==> src/rtl/yacht_score_ctrl.sv <==
// Yacht scorecard controller: sequences the shared score calculator, enforces one use per
// category per player, tracks totals with upper bonus. Optional sweep: YACHT_PREVIEW_EN.
module yacht_score_ctrl #(
    parameter int NUM_PLAYERS  = 2,
    parameter int BONUS_THRESH = 63,
    parameter int BONUS_PTS    = 35
) (
    input  logic        clk,
    input  logic        rst,
    input  logic        dice_valid,
    input  logic        cat_req,
    input  logic [3:0]  cat_idx,
    output logic [3:0]  calc_sel,
    input  logic [7:0]  calc_score,
    output logic        commit_done,
    output logic [7:0]  commit_score,
    output logic        reject,
    output logic [1:0]  cur_player,
    output logic [11:0] used_mask,
    input  logic [1:0]  rd_player,
    output logic [9:0]  rd_total,
    output logic        busy,
    output logic        game_over
`ifdef YACHT_PREVIEW_EN
    ,
    output logic        preview_valid,
    output logic [3:0]  preview_cat,
    output logic [7:0]  preview_score
`endif
);

    typedef enum logic [2:0] {
        IDLE_DICE,
`ifdef YACHT_PREVIEW_EN
        PREVIEW,
`endif
        AWAIT_CAT,
        COMMIT,
        DONE
    } state_t;

    state_t      state;
    logic [3:0]  round;
    logic [11:0] used  [4];
    logic [6:0]  upper [4];
    logic [9:0]  total [4];
    logic [3:0]  bonus;

    logic [11:0] used_cur;
    logic        req_ok;
    logic [6:0]  upper_next;
    logic        earn_bonus;
    logic [7:0]  bonus_add;
    logic        last_player;

    // NOTE: every variable gets a value on every path through always_comb, so no latch is inferred.
    always_comb begin
        used_cur    = used[cur_player];
        req_ok      = (state == AWAIT_CAT) && (cat_idx <= 4'd11) &&
                      ((used_cur & (12'd1 << cat_idx)) == 12'd0);
        upper_next  = upper[cur_player] + calc_score[6:0];
        earn_bonus  = (calc_sel <= 4'd5) && !bonus[cur_player] &&
                      (upper_next >= 7'(BONUS_THRESH));
        bonus_add   = earn_bonus ? 8'(BONUS_PTS) : 8'd0;
        last_player = (cur_player == 2'(NUM_PLAYERS - 1));
    end

    assign used_mask = used_cur;
    assign rd_total  = total[rd_player];
    assign busy      = (state != IDLE_DICE) && (state != DONE);
    assign game_over = (state == DONE);

    always_ff @(posedge clk) begin
        if (rst) begin
            state        <= IDLE_DICE;
            round        <= 4'd0;
            calc_sel     <= 4'd0;
            commit_done  <= 1'b0;
            commit_score <= 8'd0;
            reject       <= 1'b0;
            cur_player   <= 2'd0;
            bonus        <= 4'd0;
`ifdef YACHT_PREVIEW_EN
            preview_valid <= 1'b0;
            preview_cat   <= 4'd0;
            preview_score <= 8'd0;
`endif
            // NOTE: the per-player arrays are game state, not scratch storage, so reset must clear them.
            for (int p = 0; p < 4; p++) begin
                used[p]  <= 12'd0;
                upper[p] <= 7'd0;
                total[p] <= 10'd0;
            end
        end else begin
            commit_done <= 1'b0;
            // Any request not accepted in AWAIT_CAT is refused one cycle later.
            reject      <= cat_req && !req_ok;
`ifdef YACHT_PREVIEW_EN
            preview_valid <= 1'b0;
`endif
            case (state)
                IDLE_DICE: begin
                    if (dice_valid) begin
`ifdef YACHT_PREVIEW_EN
                        state    <= PREVIEW;
                        calc_sel <= 4'd0;
`else
                        state    <= AWAIT_CAT;
`endif
                    end
                end
`ifdef YACHT_PREVIEW_EN
                PREVIEW: begin
                    preview_valid <= (used_cur & (12'd1 << calc_sel)) == 12'd0;
                    preview_cat   <= calc_sel;
                    preview_score <= calc_score;
                    if (calc_sel == 4'd11) state <= AWAIT_CAT;
                    else                   calc_sel <= calc_sel + 4'd1;
                end
`endif
                AWAIT_CAT: begin
                    if (req_ok) begin
                        calc_sel <= cat_idx;
                        state    <= COMMIT;
                    end
                end
                COMMIT: begin
                    used[cur_player]  <= used_cur | (12'd1 << calc_sel);
                    total[cur_player] <= total[cur_player] + 10'(calc_score) + 10'(bonus_add);
                    if (calc_sel <= 4'd5) upper[cur_player] <= upper_next;
                    if (earn_bonus)       bonus[cur_player] <= 1'b1;
                    commit_done  <= 1'b1;
                    commit_score <= calc_score + bonus_add;
                    if (last_player) begin
                        cur_player <= 2'd0;
                        if (round == 4'd11) begin
                            state <= DONE;
                        end else begin
                            round <= round + 4'd1;
                            state <= IDLE_DICE;
                        end
                    end else begin
                        cur_player <= cur_player + 2'd1;
                        state      <= IDLE_DICE;
                    end
                end
                DONE: ;
                default: state <= IDLE_DICE;
            endcase
        end
    end

endmodule

==> config.mk <==
export PLATFORM = sky130hd
export DESIGN_NAME = yacht_score_ctrl
export DESIGN_NICKNAME = d
export VERILOG_FILES = /design/src/rtl/yacht_score_ctrl.sv
export SDC_FILE = /design/constraint.sdc
export NUM_CORES = 1
export LEC_CHECK = 0
export ABC_AREA = 0
export CAP_MARGIN = 10
export CORE_MARGIN = 2
export CORE_UTILIZATION = 50
export CTS_CLUSTER_SIZE = 16
export DETAILED_ROUTE_END_ITERATION = 16
export GPL_TIMING_DRIVEN = 0
export MAX_ROUTING_LAYER = met4
export PLACE_DENSITY = 0.7
export SLEW_MARGIN = 10
export SYNTH_ARGS = -nofsm -noshare
export SYNTH_HDL_FRONTEND = slang
export SYNTH_SLANG_ARGS = --single-unit
==> constraint.sdc <==
create_clock -name clk -period 16.2 [get_ports clk]
set_input_delay 2.43 -clock clk [delete_from_list [all_inputs] [get_ports clk]]
set_output_delay 2.43 -clock clk [all_outputs]
set_load 0.1 [all_outputs]
Word level (Yosys, flattened, before mapping) --
Memories as Yosys holds them, arrays and structs flattened. A register that Yosys moved wholly into a read port is not among the register bits. Cells that the tools add are included.
Word-level totals: input bits 18, output and inout port bits 40, memory bits (writable) 116, bits in registers 27, word-level logic and storage cells 91, memories kept 3
Memory list:
- used | depth 4, bits a word 12, read ports 1, clocked after Yosys merged registers in 1, wr ports 4, RTL line 44 | logic [11:0] used [4];
- total | depth 4, bits a word 10, read ports 2, clocked after Yosys merged registers in 1, wr ports 4, RTL line 46 | logic [9:0] total [4];
- upper | depth 4, bits a word 7, read ports 1, clocked after Yosys merged registers in 1, wr ports 4, RTL line 45 | logic [6:0] upper [4];
Operators by class: muxes and demuxes 35, add/subtract/negate cells 6, eq/ne operators 8, shift-type cells 2, order comparisons 5, reduce and logical (&&, ||, !) cells 19, bitwise operators 5
Operators with widths (number):
- $shl A1 B4 Y12 const A | 2
- $mux W2 | 11
- $mux W1 | 14
- $and A12 B12 Y12 | 1
- $logic_not A12 Y1 | 1
- $mux W12 | 1
- $or A12 B12 Y12 | 1
- $pmux W3 S4 | 1
- $reduce_or A12 Y1 | 1
- $add A10 B6 Y10 | 1
- $add A10 B8 Y10 | 1
- $mux W10 | 1
- $reduce_or A10 Y1 | 1
- $mux W3 | 3
- $add A8 B6 Y8 | 1
- $add A7 B7 Y7 | 1
- $ge A7 B6 Y1 const B | 1
- $logic_and A1 B1 Y1 | 7
- $mux W7 | 1
- $reduce_or A7 Y1 | 1
- $eq A3 B2 Y1 const B | 2
- $mux W6 | 1
- $reduce_and A3 Y1 | 2
- $add A4 B1 Y4 const B | 1
- other kinds (18) | 22

Longest topological paths before layout --
depth in word-level cells 8, depth in mapped cells 22, depth with buffers taken out 20

Worst setup path before layout --
No wires, ideal clock.
path kind input to register, from in calc_score[0], to mem total[0][9], data pin, arrival time 6449 ps, path buffers 0, path slack 9481 ps, stages 18, required time 15930 ps, setup time 270 ps, cell sequence ha_1 inv_1 fa_1 xor2_1 nor3b_1 nand3_1 o311a_1 or2_2 fa_1 inv_1 ha_1 fa_1 a21o_1 a21oi_1 o21bai_1 a2111oi_0 or3_1 a21oi_1
RTL lines:
- start, declared | RTL line 14 | input logic [7:0] calc_score,
- end, declared | RTL line 46

==> flow_metrics.tcl <==
set metrics [dict create \
    vdd_drop_max_mv 0.0992 \
    drt_first_pass_iters 5 \
    grt_use_met3 0.0540 \
    power_leakage_nw 3.24 \
    max_stage_delay_ps 680 \
    synth_cell_types 58 \
    whs_ps 466 \
    drive_above_1_share 0.116 \
    cts_buffer_depth 2 \
    htreeDepth 4 \
    globalRouteTotalUtil 0.246 \
    hold_class "reg -> reg" \
    row_count 44 \
    cp-end-kind "flip-flop" \
    fin_crit_sh 0.482 \
    ctsHoldBuffers 0 \
    cp_max_fo 6 \
    cts-buffers-inserted 17 \
    grt_pass1_vias 5234 \
    synth_top_area_share 0.470 \
    synth_top_cell_by_area "edfxtp_1" \
    cpLargestDelayFamily "compound AO/OA/AOI/OAI gates" \
    drt_wl_total_mm 18.2 \
    critPathKind "in -> reg" \
    maxCapViolations 0 \
    final_cell_area_mm2 0.00876 \
    synth_edf_count 116 \
    slew_violations 0 \
    synth.avg_cell_area_um2 12.8 \
    hpwlAfterDp_mm 12.4 \
    synthTopCellsByArea "edfxtp_1 47%, mux4_2 11%, dfxtp_1 7.6%, nor2_1 5.6%, ha_1 4.7%" \
    top_usage_layer "met2" \
    yosys-top-cells-count "116 x edfxtp_1, 111 x nor2_1, 36 x mux4_2" \
    grt_max_degree 24 \
    cpMostUsedCell "fa_1" \
    grt_use_met2 0.392 \
    max_freq_mhz 128 \
    insertion_delay_ps 430 \
    path_buf_inv 3 \
    crit_chain "clkdlybuf4s50_1, ha_1, inv_1, fa_1, xor2_1, nor3b_1, nand3_1, o311a_1, or2_2, fa_1, inv_1, ha_1, fa_1, a21o_1, a21oi_1, o21bai_1, a2111oi_0, o21ai_0, a21oi_1" \
    critPathArrivalTime_ps 8090 \
    min_from "bonus[2]" \
    setup_tns_ps 0 \
    crit_start "calc_score[0]" \
    period_needed_ps 7820 \
    setup_violations 0 \
    power.density_mw_per_mm2 194 \
    antenna_found_initial 0 \
    first_iter_violations 438 \
    via_per_inst 5.97 \
    use_met1 0.318 \
    syn_inst 581 \
    cts_tree "built" \
    drc_errors 0 \
    fillers 1193 \
    grt_pass1_wl_mm 28.4 \
    async_flop_share 0 \
    place_area_mm2 0.00818 \
    grt-ovfl-total 0 \
    syn_nets 633 \
    slew-limit-headroom 0.223 \
    yosys_warnings 0 \
    post-cts-setup-buffers 0 \
    fin_nets 705 \
    rsz0062_at_grt "false" \
    combinationalPowerShare 0.479 \
    tightest_slew_ps 1170 \
    p_sw_mw 0.726 \
    post_cts_resized 0 \
    finalHoldViolCount 0 \
    run_status "finished, final reports clean" \
    synth_area_mm2 0.00742 \
    cts-root-buf "clkbuf_16" \
    cp-start-kind "input pin" \
    p_seq_frac 0.287 \
    critPathRequiredTime_ps 16470 \
    fp.dieW_um 126 \
    io_buffers 53 \
    place.gp.congestion 0.869 \
    start_util 0.510 \
    areaGrowthSynthToFinish_pct 18.1 \
    p_total_mw 1.70 \
    diodes 0 \
    swShare 0.426 \
    synth_seq_cells 144 \
    core_mm2 0.0145 \
    clkSinkCount 144 \
    synth_seq_area_share 0.545 \
    io_pins 58 \
    clockPowerShare 0.234 \
    die_h_um 126 \
    synth.most_common_cell "edfxtp_1" \
    die_area_mm2 0.0158 \
    vias 5062 \
    crit_slowest_cell "a2111oi_0" \
    wl_per_cell_um 21.5 \
    internal_power_mw 0.976 \
    clkTransAtPathRegs_ps 60 \
    drtAntennaViolNets 0 \
    ys_dominant_reg_cell "edfxtp_1" \
    clock_skew_ps 7.18 \
]
[layout make-up]
type	count	area, um2	share of cell area
inverter	32	120	0.0137
sequential	144	4040	0.462
tap	184	230	0.0263
timing repair buffer	53	531	0.0605
multi-input combinational	374	3090	0.352
clock inverter	8	139	0.0159
clock buffer	22	444	0.0507
buffer	31	169	0.0193
[path summary, 6_finish.rpt]
kind	slack, ps	cells past startpoint	endpoint
worst min register to register	470	2	bonus[2]
worst max-delay path	8380	19	total[3][9]
worst max register to register	9130	22	total[3][9]
worst min-delay path	470	2	bonus[2]
[per-stage QoR]
stage | setup WS (ps) | cells | utilization
detailed placement | 8030 | 818 | 0.563
global route | 8070 | 848 | 0.603
floorplan | 9480 | 581 | -
global placement | 8170 | 818 | 0.563
finish | 8380 | 848 | 0.603
CTS | 8460 | 848 | 0.603
[kinds of logic after synthesis]
kind of cell	count (synthesis)	synth area share
AND/OR/NAND/NOR	202	0.126
flip-flops	144	0.545
AO/OA/AOI/OAI	74	0.0729
buffers and inverters	63	0.0390
multiplexers	48	0.134
adder cells (fa/ha/maj)	34	0.0634
XOR/XNOR	16	0.0189
[power groups by stage]
stage	clock (mW)	combinational, mW	sequential (mW)
6_report	0.398	0.815	0.489
5_1_grt	0.414	0.874	0.495
3_3_place_gp	0	0.798	0.491
2_1_floorplan	0	0.551	0.564
4_1_cts	0.399	0.818	0.489
3_5_place_dp	0	0.813	0.496
[routing by layer]
| layer | wire [um] | vias up |
|---|---|---|
| met1 | 7900 | 2546 |
| li1 | - | 2325 |
| met5 | 0 | - |
| met2 | 8970 | 163 |
| met4 | 259 | 0 |
| met3 | 1060 | 28 |
[registers in the layout (all words and copies together) (netlist names), named ones only]
name and cells:
used 48, total 40, upper 28, commit_score 8, bonus 4, calc_sel 4
round 4, cur_player 2, state 2, commit_done 1, reject 1
[worst min-delay path, stage by stage (launching register included)]
cell and delay [ps]:
dfxtp_1 300, inv_1 50, o32ai_1 60
[cells in the final DEF (no fill, tap or decap), types with 8 or more instances in the layout]
master,instances
edfxtp_1,116
nor2_1,111
clkdlybuf4s50_1,53
mux4_2,36
inv_1,32
ha_1,28
dfxtp_1,28
clkbuf_1,25
nor3_1,24
a21oi_1,22
nand2_1,18
clkbuf_16,17
a21o_1,9
xor2_1,9
mux2i_1,8
Power figures use the tool's default switching activity.
